## src/rtl/prbs_tx_pkg.sv

```systemverilog
// Shared definitions for the PRBS9 transmitter: FSM encoding, PRBS9 taps,
// default seed and the symbol amplitude helper.
package prbs_tx_pkg;

    typedef enum logic [1:0] {
        ST_IDLE = 2'd0,
        ST_RUN  = 2'd1,
        ST_STOP = 2'd2
    } state_e;

    // x^9 + x^5 + 1: output and feedback taken from bit 8, feedback mixes bit 4
    localparam int unsigned PRBS9_LEN    = 9;
    localparam int unsigned PRBS9_TAP_HI = 8;
    localparam int unsigned PRBS9_TAP_LO = 4;

    localparam logic [8:0] PRBS9_SEED_DEFAULT = 9'h1AA;

    // Full-scale symbol magnitude for a given number of fractional bits
    function automatic logic [31:0] prbs_amp(input int unsigned nbf);
        return (32'd1 << nbf) - 32'd1;
    endfunction

endpackage

```

## src/rtl/prbs9_lfsr.sv

```systemverilog
// PRBS9 Fibonacci LFSR: load reseeds, step shifts once, o_bit is the MSB.
module prbs9_lfsr
    import prbs_tx_pkg::*;
#(
    parameter logic [8:0] SEED = PRBS9_SEED_DEFAULT
) (
    input  logic clk,
    input  logic i_rst_n,
    input  logic i_load,
    input  logic i_step,
    output logic o_bit
);

    logic [PRBS9_LEN-1:0] lfsr_r;

    // Shift register: reseed has priority over stepping
    always_ff @(posedge clk or negedge i_rst_n) begin
        if (!i_rst_n) begin
            lfsr_r <= SEED;
        end else if (i_load) begin
            lfsr_r <= SEED;
        end else if (i_step) begin
            lfsr_r <= {lfsr_r[PRBS9_LEN-2:0], lfsr_r[PRBS9_TAP_HI] ^ lfsr_r[PRBS9_TAP_LO]};
        end else begin
            lfsr_r <= lfsr_r;
        end
    end

    assign o_bit = lfsr_r[PRBS9_TAP_HI];

endmodule

```

## src/rtl/prbs_tx.sv

```systemverilog
// PRBS9 symbol transmitter with zero-stuffed oversampled output.
// Optional error injection is compiled in with PRBS_TX_ERR_INJ_EN.
module prbs_tx
    import prbs_tx_pkg::*;
#(
    parameter int         NB_OUTPUT  = 8,
    parameter int         NBF_OUTPUT = 7,
    parameter int         N_PHASES   = 4,
    parameter logic [8:0] SEED       = PRBS9_SEED_DEFAULT,
    parameter int         N_SYMBOLS  = 0,
    parameter int         NB_SYM_CNT = 64
) (
    input  logic                  clk,
    input  logic                  i_rst_n,
    input  logic                  i_en,
    input  logic                  i_start,
    input  logic                  i_stop,
    input  logic                  i_inject,
    output logic [NB_OUTPUT-1:0]  o_data,
    output logic                  o_valid,
    output logic                  o_busy,
    output logic [NB_SYM_CNT-1:0] o_sym_cnt,
    output logic [15:0]           o_inj_cnt
);

    localparam int                    PH_W       = $clog2(N_PHASES);
    localparam logic [PH_W-1:0]       PH_LAST    = PH_W'(N_PHASES - 1);
    localparam logic [NB_OUTPUT-1:0]  AMP_POS    = NB_OUTPUT'(prbs_amp(NBF_OUTPUT));
    localparam logic [NB_OUTPUT-1:0]  AMP_NEG    = ~AMP_POS + {{(NB_OUTPUT-1){1'b0}}, 1'b1};
    localparam logic [NB_SYM_CNT-1:0] SYM_TARGET = NB_SYM_CNT'(N_SYMBOLS);

    state_e                  state_r;
    state_e                  state_s;
    logic [PH_W-1:0]         phase_r;
    logic [NB_SYM_CNT-1:0]   sym_cnt_r;
    logic [NB_OUTPUT-1:0]    data_r;
    logic                    valid_r;
    logic                    prbs_bit_s;
    logic                    burst_done_s;
    logic                    enter_run_s;
    logic                    emit_s;
    logic                    invert_s;
    logic                    sym_bit_s;

    prbs9_lfsr #(
        .SEED (SEED)
    ) u_lfsr (
        .clk     (clk),
        .i_rst_n (i_rst_n),
        .i_load  (enter_run_s),
        .i_step  (emit_s),
        .o_bit   (prbs_bit_s)
    );

    // Next-state logic; nothing moves while the block is disabled
    always_comb begin
        state_s      = state_r;
        burst_done_s = (N_SYMBOLS != 0) && (sym_cnt_r == SYM_TARGET);
        if (i_en) begin
            case (state_r)
                ST_IDLE: begin
                    if (i_start) state_s = ST_RUN;
                    else         state_s = ST_IDLE;
                end
                ST_RUN: begin
                    // stop dominates; start while running is ignored
                    if (i_stop || burst_done_s) state_s = ST_STOP;
                    else                        state_s = ST_RUN;
                end
                ST_STOP: begin
                    if (i_start) state_s = ST_RUN;
                    else         state_s = ST_STOP;
                end
                default: state_s = ST_IDLE;
            endcase
        end else begin
            state_s = state_r;
        end
    end

    // Per-cycle qualifiers: run entry reseeds, phase 0 in RUN emits a symbol
    always_comb begin
        enter_run_s = i_en && (state_r != ST_RUN) && (state_s == ST_RUN);
        emit_s      = i_en && (state_r == ST_RUN) && (phase_r == '0);
        sym_bit_s   = prbs_bit_s ^ invert_s;
    end

    // FSM state register
    always_ff @(posedge clk or negedge i_rst_n) begin
        if (!i_rst_n) state_r <= ST_IDLE;
        else          state_r <= state_s;
    end

    // Oversampling phase counter, restarted on every run entry
    always_ff @(posedge clk or negedge i_rst_n) begin
        if (!i_rst_n) begin
            phase_r <= '0;
        end else if (enter_run_s) begin
            phase_r <= '0;
        end else if (i_en && (state_r == ST_RUN)) begin
            if (phase_r == PH_LAST) phase_r <= '0;
            else                    phase_r <= phase_r + 1'b1;
        end else begin
            phase_r <= phase_r;
        end
    end

    // Registered symbol output: bit 1 maps to the negative level
    always_ff @(posedge clk or negedge i_rst_n) begin
        if (!i_rst_n) begin
            data_r  <= '0;
            valid_r <= 1'b0;
        end else if (i_en) begin
            if (emit_s) begin
                data_r  <= sym_bit_s ? AMP_NEG : AMP_POS;
                valid_r <= 1'b1;
            end else begin
                data_r  <= '0;
                valid_r <= 1'b0;
            end
        end else begin
            data_r  <= data_r;
            valid_r <= valid_r;
        end
    end

    // Saturating emitted-symbol counter
    always_ff @(posedge clk or negedge i_rst_n) begin
        if (!i_rst_n) begin
            sym_cnt_r <= '0;
        end else if (enter_run_s) begin
            sym_cnt_r <= '0;
        end else if (emit_s && (sym_cnt_r != '1)) begin
            sym_cnt_r <= sym_cnt_r + 1'b1;
        end else begin
            sym_cnt_r <= sym_cnt_r;
        end
    end

`ifdef PRBS_TX_ERR_INJ_EN
    logic        inj_pend_r;
    logic [15:0] inj_cnt_r;

    assign invert_s = emit_s & inj_pend_r;

    // Injection request latch and saturating count; repeat requests merge
    always_ff @(posedge clk or negedge i_rst_n) begin
        if (!i_rst_n) begin
            inj_pend_r <= 1'b0;
            inj_cnt_r  <= 16'h0000;
        end else if (enter_run_s) begin
            inj_pend_r <= 1'b0;
            inj_cnt_r  <= 16'h0000;
        end else if (emit_s && inj_pend_r) begin
            inj_pend_r <= 1'b0;
            if (inj_cnt_r != 16'hFFFF) inj_cnt_r <= inj_cnt_r + 16'h0001;
            else                       inj_cnt_r <= inj_cnt_r;
        end else if (i_en && i_inject) begin
            inj_pend_r <= 1'b1;
            inj_cnt_r  <= inj_cnt_r;
        end else begin
            inj_pend_r <= inj_pend_r;
            inj_cnt_r  <= inj_cnt_r;
        end
    end

    assign o_inj_cnt = inj_cnt_r;
`else
    // Injection not built: the request input is masked off entirely
    assign invert_s  = emit_s & i_inject & 1'b0;
    assign o_inj_cnt = 16'h0000;
`endif

    assign o_data    = data_r;
    assign o_valid   = valid_r & i_en;
    assign o_busy    = (state_r == ST_RUN);
    assign o_sym_cnt = sym_cnt_r;

endmodule

```

## config.mk

```make
export PLATFORM = sky130hd
export DESIGN_NAME = prbs_tx
export DESIGN_NICKNAME = d
export VERILOG_FILES = /design/src/rtl/prbs_tx_pkg.sv /design/src/rtl/prbs9_lfsr.sv /design/src/rtl/prbs_tx.sv
export SDC_FILE = /design/constraint.sdc
export NUM_CORES = 1
export LEC_CHECK = 0
export ABC_AREA = 0
export BUFFER_PORTS_ARGS = -buffer_cell sky130_fd_sc_hd__buf_4
export CAP_MARGIN = 25
export CORE_MARGIN = 2
export CORE_UTILIZATION = 50
export CTS_CLUSTER_SIZE = 12
export DETAILED_ROUTE_END_ITERATION = 10
export GPL_ROUTABILITY_DRIVEN = 0
export PLACE_DENSITY = 0.8
export SYNTH_ARGS = -nofsm -noshare
export SYNTH_HDL_FRONTEND = slang
export SYNTH_SLANG_ARGS = --single-unit
```

## constraint.sdc

```tcl
create_clock -name clk -period 2.4 [get_ports clk]
set_clock_uncertainty 0.15 [all_clocks]
set_input_delay 0.12 -clock clk [delete_from_list [all_inputs] [get_ports clk]]
set_output_delay 0.12 -clock clk [all_outputs]
set_load 0.01 [all_outputs]
```

==> metrics.md <==
| Metric | Value |
|---|---|
| Share of cells above drive strength 1 | `0.4286` |
| Congestion Overflow GR | `0` |
| # H-tree levels | `3` |
| Count of cell types in the netlist | `46` |
| Die width | `99.18 microns` |
| Global Route met3 Usage | `0.05130` |
| Least-Margin Pin Slew | `0.6200 ns` |
| Fin util | `0.7663` |
| HP Start | `i_start` |
| Clock-pin slew on the worst setup and hold paths | `0.09 ns` |
| Root buffer cell | `clkbuf_8` |
| GRT Total Usage | `0.2674` |
| EDFF count, synth | `0` |
| Status | `finished with violations` |
| CTS Sinks | `80` |
| Die span in y | `99.18 microns` |
| Storage cell area | `0.002014 sq mm` |
| Final Hold Violating Endpoints | `0` |
| Starting Density | `0.5168` |
| Core Area | `0.008763 sq mm` |
| RSZ-0062 raised after global routing | `true` |
| DR vias | `4821` |
| DRT antenna net count | `0` |
| Worst rel slew slack | `0.5867` |
| Area delta synth->final | `48.26%` |
| Post-DP HPWL | `9283 microns` |
| Setup TNS | `-0.9998 ns` |
| Syn Inst Count | `500` |
| # setup viols final | `18` |
| Worst hold margin | `0.1167 ns` |
| Crit path time final | `2.513 ns` |
| Most Crowded Layer GR | `met2` |
| Final slew viol count | `0` |
| Non-Filler Instances | `801` |
| Antenna cells | `0` |
| Cell Count Post-Placement | `761` |
| Sequential area share after synthesis | `0.4434` |
| Post-Syn Area | `0.004529 sq mm` |
| Nets | `697` |
| Async set-reset flop share out of synthesis | `1.000` |
| Largest net degree at the start of global routing | `48` |
| Most frequent cells in the layout | `buf_4, dfrtp_1, nand2_1` |
| Clock Latency Late Sink | `0.37 ns` |
| Cell leakage power | `2.973 nW` |
| Max-Cap Viols | `0` |
| Flops & latches, synth | `80` |
| Fillcell total | `548` |
| Number of vias per cell | `6.019` |
| Critical Path Source | `o_sym_cnt[23]` |
| Most common cell after layout, fill and taps aside | `buf_4` |
| Hold depth | `3` |
| Routed WL | `14770 microns` |
| CP Capture Type | `register` |
| Hold Path Class | `in -> reg` |
| Failing checks | `setup timing` |
| CTS tree | `done` |
| TritonCTS buffer count | `9` |
| Crit share post-route | `1.047` |
| Highest Clock Rate | `397.9 MHz` |
| Port Buffers | `78` |
| I/O pin total | `96` |
| CP Data Arrival Time | `2.67 ns` |
| Post-DP Area | `0.006006 sq mm` |
| WP data required | `2.55 ns` |
| Clock buffer depth | `2` |
| Die area | `0.009836 sq mm` |
| Pwr/cell area | `523.4 mW/mm^2` |
| R2R depth | `6` |
| Mapped Avg Cell Area | `9.059 sq um` |
| Vias in the first global route | `4394` |
| Met1 usage | `0.3567` |
| Antenna violations before repair | `0` |
| # rows | `34` |
| Prevailing post-synth register cell | `dfrtp_1` |
| DR DRC count | `0` |
| R2R Path Start | `o_sym_cnt[23]` |
| Peak VDD IR | `0.4849 mV` |
| Design area | `0.006715 sq mm` |
| First-pass GRT wire length | `21200 microns` |
| Routed len/inst | `18.44 microns` |
| Met2 Use GR | `0.4350` |
| Final worst setup slack | `-0.1133 ns` |
| CP Class | `reg -> reg` |
| Multi-input logic area | `0.002624 sq mm` |
| Syn. warnings | `0` |
| Drt pass-1 iters | `5` |
| Iteration-0 DRC Markers | `422` |
| Crit path max fanout | `7` |
| Critical Path Start Type | `register` |
[routing by layer]
layer / share of wire / vias to the layer above / wire, microns
met1: 0.39 / 2333 / 5759
met5: 0 / - / 0
li1: - / 2184 / -
met2: 0.50 / 255 / 7450
met4: 0.031 / 0 / 453
met3: 0.075 / 49 / 1109
[Yosys cell counts (2+ instances only)]
master / number / area share
or4_1: 11 / 0.018
nor4_1: 6 / 0.0083
and2_1: 4 / 0.0055
buf_4: 22 / 0.036
o211ai_1: 7 / 0.012
xor2_1: 9 / 0.017
nand3b_1: 2 / 0.0033
inv_1: 13 / 0.011
nand4_1: 20 / 0.028
a21oi_1: 27 / 0.030
a2111oi_0: 9 / 0.017
clkbuf_1: 16 / 0.013
nor2_1: 44 / 0.036
nor3_1: 12 / 0.013
dfstp_2: 5 / 0.029
buf_2: 8 / 0.0088
dfrtp_1: 75 / 0.41
o2111ai_1: 8 / 0.015
ha_1: 3 / 0.0083
and4_1: 13 / 0.025
o21ai_0: 24 / 0.027
nand3_1: 28 / 0.031
xnor2_1: 26 / 0.050
or2_2: 3 / 0.0041
a22o_1: 2 / 0.0039
a211oi_1: 5 / 0.0083
or3_1: 18 / 0.025
o31ai_1: 11 / 0.018
and3_1: 6 / 0.0083
nand2_1: 47 / 0.039
[per-stage QoR]
stage | setup WS [ns] | total power [mW]
2_1_floorplan | -0.1132 | 1.982
3_3_place_gp | -0.01815 | 2.194
3_5_place_dp | -0.1181 | 2.232
4_1_cts | -0.02747 | 3.507
5_1_grt | -0.2142 | 3.679
6_report | -0.1133 | 3.515
[kinds of logic (layout without fill, tap and decap cells)]
| family | Yosys count | in the layout | share of synthesized area |
|---|---|---|---|
| flops | 80 | 80 | 0.4434 |
| xor+xnor | 35 | 35 | 0.06768 |
| buf+inv | 60 | 238 | 0.07044 |
| fa+ha+maj | 3 | 3 | 0.008288 |
| simple gates | 220 | 220 | 0.2627 |
| compound gates | 101 | 101 | 0.1467 |
| other cells | 1 | 16 | 0.0008279 |
[power by group]
part	leakage, nW	internal (mW)	switching [mW]
clock network	0.127	0.753	0.519
logic	1.76	0.306	0.370
registers	1.08	1.49	0.0782
[sequential cells by signal, summed over array words and instances, names as in the netlist]
| signal | flops |
|---|---|
| u_lfsr.lfsr_r | 9 |
| o_sym_cnt | 64 |
| phase_r | 2 |
| state_r | 2 |
| o_data | 3 |
[worst max-delay path, stage by stage, from the launching register on]
cell and delay (ns):
dfrtp_1 0.39, nand4_1 0.25, nor2_1 0.26, nand2_1 0.18, or4_4 0.60, or4_1 0.48
a21oi_1 0.14
[worst paths after layout]
| check | slack, ns | to |
|---|---|---|
| worst min register to register | 0.34 | u_lfsr.lfsr_r[8] |
| worst max register to register | -0.11 | o_sym_cnt[63] |
| max in group asynchronous | 1.35 | o_sym_cnt[19] |
| min in group asynchronous | 0.14 | o_sym_cnt[55] |
| worst min-delay path | 0.12 | phase_r[1] |
| worst max-delay path | -0.11 | o_sym_cnt[63] |
[timing repair]
action | 4_1_cts | 5_1_grt
setup endpoints to repair | 26 | 56
resized for setup | 15 | 52
endpoints found under the hold margin | 47 | 0
hold buffers | 4 | 0
pin swaps | 2 | 15
setup buffers | 6 | 14
[layout make-up]
class,count,area share
clock buffers,12,0.02310
well taps,108,0.02012
inverters,13,0.007267
clock inverters,4,0.01472
multi-input cells,375,0.3907
flip-flops and latches,80,0.3000
repair buffers,209,0.2441
Power figures use the tool's default switching activity.
